**src/rtl/pc_ctrl_pkg.sv**
```systemverilog
// pc_ctrl_pkg: shared types and encodings for the program-counter controller.
//   pc_op_e  : control-flow op carried from execute
//   state_e  : controller FSM states
//   ASEL_*/BSEL_* : operand selects of the target adder
//   RESET_PC_DEF  : default reset PC
package pc_ctrl_pkg;
   typedef enum logic [2:0] {
      OP_SEQ, OP_JAL, OP_JALR, OP_BRANCH, OP_ECALL, OP_MRET, OP_HALT, OP_RSVD
   } pc_op_e;
   typedef enum logic [1:0] {S_IDLE, S_FETCH, S_EXEC, S_HALT} state_e;
   localparam logic [1:0] ASEL_4    = 2'd0;
   localparam logic [1:0] ASEL_IMM  = 2'd1;
   localparam logic [1:0] ASEL_ZERO = 2'd2;
   localparam logic [1:0] BSEL_PC   = 2'd0;
   localparam logic [1:0] BSEL_RS1  = 2'd1;
   localparam logic [1:0] BSEL_CSR  = 2'd2;
   localparam logic [31:0] RESET_PC_DEF = 32'h8000_0000;
endpackage

```
**src/rtl/pc_target_calc.sv**
```systemverilog
// pc_target_calc: combinational next-PC adder, target = A + B (mod 2^32).
//   pc, imm, rf_busA, csr_busA : candidate operands
//   asel : A operand (const 4 / imm / zero);  bsel : B operand (pc / rs1 / csr)
//   clr_lsb : clear bit 0 of the sum (jalr)
//   target : computed PC;  misalign : target[1:0] != 0
module pc_target_calc
   import pc_ctrl_pkg::*;
(
   input  logic [31:0] pc,
   input  logic [31:0] imm,
   input  logic [31:0] rf_busA,
   input  logic [31:0] csr_busA,
   input  logic [1:0]  asel,
   input  logic [1:0]  bsel,
   input  logic        clr_lsb,
   output logic [31:0] target,
   output logic        misalign
);
   logic [31:0] a, b, sum;
   always_comb begin
      a        = asel == ASEL_IMM ? imm : asel == ASEL_ZERO ? 32'd0 : 32'd4;
      b        = bsel == BSEL_RS1 ? rf_busA : bsel == BSEL_CSR ? csr_busA : pc;
      sum      = a + b;
      target   = clr_lsb ? {sum[31:1], 1'b0} : sum;
      misalign = |target[1:0];
   end
endmodule

```
**src/rtl/pc_ctrl.sv**
```systemverilog
// pc_ctrl: multi-cycle PC controller; offers PC to fetch, takes execute outcome, computes next PC.
//   ifu_pc/ifu_valid/ifu_ready : PC offer to fetch
//   exu_valid/exu_ready, pc_op, br_taken, imm, rf_busA, csr_busA : execute outcome
//   pc_asel/pc_bsel : current target operand selects
//   halted/halt_err : sticky halt status;  instret : retired-instruction count
module pc_ctrl
   import pc_ctrl_pkg::*;
#(
   parameter logic [31:0] RESET_PC = RESET_PC_DEF
) (
   input  logic        clk,
   input  logic        rst,
   output logic [31:0] ifu_pc,
   output logic        ifu_valid,
   input  logic        ifu_ready,
   input  logic        exu_valid,
   output logic        exu_ready,
   input  logic [2:0]  pc_op,
   input  logic        br_taken,
   input  logic [31:0] imm,
   input  logic [31:0] rf_busA,
   input  logic [31:0] csr_busA,
   output logic [1:0]  pc_asel,
   output logic [1:0]  pc_bsel,
   output logic        halted,
   output logic        halt_err,
   output logic [31:0] instret
);
   state_e      state, state_n;
   pc_op_e      op;
   logic [31:0] target;
   logic        misalign, accept, err, stop;

   assign op = pc_op_e'(pc_op);

   pc_target_calc u_calc (
      .pc(ifu_pc), .imm(imm), .rf_busA(rf_busA), .csr_busA(csr_busA),
      .asel(pc_asel), .bsel(pc_bsel), .clr_lsb(op == OP_JALR),
      .target(target), .misalign(misalign)
   );

   always_comb begin
      pc_asel = (op == OP_JAL || op == OP_JALR || (op == OP_BRANCH && br_taken)) ? ASEL_IMM :
                (op == OP_ECALL || op == OP_MRET) ? ASEL_ZERO : ASEL_4;
      pc_bsel = op == OP_JALR ? BSEL_RS1 : (op == OP_ECALL || op == OP_MRET) ? BSEL_CSR : BSEL_PC;
      accept  = state == S_EXEC && exu_valid;
      // HALT's own target is never taken, so its alignment does not matter
      err     = op == OP_RSVD || (op != OP_HALT && misalign);
      stop    = op == OP_HALT || err;
      state_n = state == S_IDLE ? S_FETCH :
                (state == S_FETCH && ifu_valid && ifu_ready) ? S_EXEC :
                accept ? (stop ? S_HALT : S_FETCH) : state;
   end

   always_ff @(posedge clk) begin
      if (rst) begin
         state     <= S_IDLE;
         ifu_pc    <= RESET_PC;
         ifu_valid <= 1'b0;
         exu_ready <= 1'b0;
         halted    <= 1'b0;
         halt_err  <= 1'b0;
         instret   <= '0;
      end else begin
         state     <= state_n;
         ifu_valid <= state_n == S_FETCH;
         exu_ready <= state_n == S_EXEC;
         halted    <= halted | (state_n == S_HALT);
         if (accept && !stop) ifu_pc <= target;
         if (accept && !err) instret <= instret + 32'd1;
         if (accept && err) halt_err <= 1'b1;
      end
   end
endmodule

```
**config.mk**
```make
export PLATFORM = sky130hd
export DESIGN_NAME = pc_ctrl
export DESIGN_NICKNAME = d
export VERILOG_FILES = /design/src/rtl/pc_ctrl_pkg.sv /design/src/rtl/pc_target_calc.sv /design/src/rtl/pc_ctrl.sv
export SDC_FILE = /design/constraint.sdc
export NUM_CORES = 1
export LEC_CHECK = 0
export ABC_AREA = 1
export CAP_MARGIN = 10
export CORE_UTILIZATION = 40
export CTS_CLUSTER_DIAMETER = 80
export DETAILED_ROUTE_END_ITERATION = 10
export GPL_ROUTABILITY_DRIVEN = 0
export GPL_TIMING_DRIVEN = 0
export PLACE_DENSITY = 0.68
export SYNTH_ARGS = -nofsm -noshare
export SYNTH_HDL_FRONTEND = slang
export SYNTH_HIERARCHICAL = 1
export SYNTH_SLANG_ARGS = --single-unit
```
**constraint.sdc**
```tcl
create_clock -name clk -period 11.47 [get_ports clk]
set_input_delay 2.294 -clock clk [delete_from_list [all_inputs] [get_ports clk]]
set_output_delay 2.294 -clock clk [all_outputs]
set_load 0.01 [all_outputs]
```
==> metrics.md <==
| Metric | Value |
|---|---|
| Power Dens Cells | `81.8 nW/um^2` |
| Standard-cell rows | `45` |
| Synth Register Bits | `70` |
| Relative slew slack | `52.1%` |
| Core area | `15400 sq um` |
| Status | `finished clean` |
| Fraction of registers with async set/reset | `0%` |
| CTS tree | `done` |
| CP max stage cell | `clkdlybuf4s50_1` |
| Total congestion overflow | `0` |
| First-pass iteration count of the detailed router | `6` |
| Crit path required time | `11.71 ns` |
| Root buffer cell | `clkbuf_16` |
| Via count | `7590` |
| Per-cell routed wire length | `between 10 and 15 microns` |
| I/O pin count | `176` |
| Number of fill cells | `1594` |
| Setup TNS | `0 ns` |
| Critical Path Source Type | `input port` |
| Sequential area share after synthesis | `22.0%` |
| Cell variety after synth | `38` |
| Clock sinks | `70` |
| Die height | `128 microns` |
| Bufs on Longest Clock Path | `2` |
| Most used DFF post-synth | `dfxtp_1` |
| CTS H-tree lvls | `3` |
| Synth warn | `6` |
| Iteration-0 DRC Markers | `about 510` |
| Leakage power of the design | `4.45 nW` |
| PostCTS Resize Cnt | `0` |
| FF/Latch Area | `1400 sq um` |
| Inserted Clock Buffers | `9` |
| Clk slew on worst S/H paths | `roughly 0.060 ns` |
| Critical path class | `in -> reg` |
| Port Buffers | `175` |
| Die W | `128 microns` |
| Initial core utilization | `about two fifths` |
| Max_cap viols | `0` |
| Least-Margin Pin Slew | `0.719 ns` |
| Final cycle utilization of the critical path | `58.9%` |
| Syn-to-layout area delta | `36.4%` |
| Area contributors post-synth | `nand2_1 (23%), dfxtp_1 (22%), nor2_1 (13%), inv_1 (11%), ha_1 (6.3%)` |
| Crit-path max FO | `10` |
| Pins Over Slew Limit | `0` |
| Top-area cell type share of the netlist area | `22.6%` |
| First-pass GRT wire length | `34600 microns` |
| Critical Path AT | `~7 ns` |
| GRT Overall Usage | `27.0%` |
| CTS Hold Bufs | `0` |
| Post-synth top area cell | `nand2_1` |
| RSZ-0062 raised after global routing | `false` |
| Post-synthesis cell count | `1168` |
| Max Fclk | `0.148 GHz` |
| Most used standard cell by instance count after synthesis | `nand2_1` |
| R2r startpoint | `ifu_pc[0]` |
| DRC | `0` |
| GR Util met2 | `between 40% and 50%` |
| Mapped Nets | `1305` |
| Initial antenna violation count | `0` |
| Met3 Use GR | `5.34%` |
| Vias/cell | `about 4.8` |
| Crit path capture type | `register` |
| Diodes inserted | `0` |
| Fraction of final layout cells with drive strength greater than 1 | `~3.2%` |
| Crit-path cells | `clkdlybuf4s50_1 -> inv_1 -> nor3_1 -> nand2_1 -> clkbuf_1 -> nor2_1 -> a31oi_1 -> ha_1 -> fa_1 -> or2_2 -> inv_1 -> nand2_1 -> nor3_2 -> inv_1 -> clkbuf_1 -> nor2_1 -> nor2_1` |
| Post-route ant nets | `0` |
| Beginning of the worst hold path | `halt_err` |
| Hold Vio Cnt, Final | `0` |
| Vias in the first global route | `a little under 7000` |
| Nets | `between 1000 and 1500` |
| Worst clock skew | `0.00828 ns` |
| Post-CTS setup buffer count | `0` |
| Synth cell count leaders | `nand2_1 (384), nor2_1 (224), inv_1 (193)` |
| Path type of the worst min-delay path | `reg -> reg` |
| Routed WL | `21800 microns` |
| Hpwl dp | `17300 microns` |
| Post-synth EDFFs | `0` |
| Critical path startpoint | `pc_op[1]` |
| Final Util | `56.6%` |
| Die Area | `about 16000 sq um` |
| VDD IR-drop max | `approximately 0.074 mV` |
| Met1 GRT Util | `~36%` |
| Max incr delay on CP | `0.56 ns` |
| Area of the multi-input gates | `~4100 sq um` |
| Final min period | `6.76 ns` |
| Setup violations, final | `0` |
| Most used routing layer | `met2` |
| Mapped Area | `6380 sq um` |
| Clock latency on the worst-skew pair | `0.35 ns` |
| Syn_area_per_cell | `5.46 sq um` |
| Largest net degree at the start of global routing | `15` |
placed cells by master (no fill, tap or decap), drive strengths merged, types with 2 or more instances in the layout:
master / count
nand4: 14
or2: 2
o21a: 3
xor2: 17
o21bai: 4
nand3: 47
nor3b: 2
nor3: 15
buf: 7
nand2: 394
clkinv: 2
ha: 32
o21ai: 42
a31oi: 31
inv: 198
xnor2: 2
clkdlybuf4s50: 175
clkbuf: 31
a21oi: 36
nor2: 229
dfxtp: 70
critical path: cells and delay by family:
family                   cells  cell delay [ns]
AND/OR/NAND/NOR              8             2.18
buffers and inverters        6             1.72
adder cells (fa/ha/maj)      2             0.72
AO/OA/AOI/OAI                1             0.06
state kept, by name, indices dropped and copies added (netlist names):
signal and flops:
ifu_valid 1, ifu_pc 32, exu_ready 1, state 2
instret 32, halt_err 1, halted 1
per-layer routing:
metal | up-vias | routed length, microns
li1 | 3972 | -
met1 | 3367 | 10300
met2 | 227 | 9740
met3 | 24 | 1420
met4 | 0 | 301
met5 | - | 0
where the power goes:
| part | switching (mW) | internal, mW | total, mW |
|---|---|---|---|
| Clock | 0.128 | 0.172 | 0.299 |
| Combinational | 0.0893 | 0.0746 | 0.164 |
| Sequential | 0.00253 | 0.246 | 0.249 |
| Total | 0.219 | 0.492 | 0.712 |
per-stage QoR:
stage                     setup slack (ns)  hold slack, ns  std cells  power, mW  instance area (sq um)
final                                 4.71           0.477       1570      0.712                   8700
after global routing                  4.35           0.513       1570      0.745                   8700
after CTS                             4.79           0.480       1570      0.717                   8700
after detailed placement              4.42           0.453       1554      0.416                   8390
after global placement                4.57           0.449       1554      0.415                   8390
after floorplan                       6.06           0.502       1168      0.345                   6380
cell families after synthesis:
family / share of synthesized area (%)
XOR/XNOR: 2.61
buffers and inverters: 13.3
flip-flops: 22.0
AND/OR/NAND/NOR: 45.2
AO/OA/AOI/OAI: 10.3
adder cells (fa/ha/maj): 6.59
layout make-up:
| cell class | instances | share of cell area, % |
|---|---|---|
| flip-flops and latches | 70 | 16.1 |
| clock buffers | 9 | 2.59 |
| multi-input cells | 875 | 47.4 |
| inverters | 194 | 8.37 |
| well taps | 211 | 3.04 |
| repair buffers | 175 | 20.1 |
| clock inverters | 7 | 0.906 |
| plain buffers | 29 | 1.40 |
worst paths after layout:
check | endpoint | slack, ns | depth (start not counted)
worst max-delay path | ifu_pc[17] | 4.71 | 17
worst max register to register | ifu_pc[17] | 8.35 | 12
worst min register to register | halt_err | 0.48 | 1
worst min-delay path | halt_err | 0.48 | 1
Note: power is estimated with default switching activity, not from simulation.
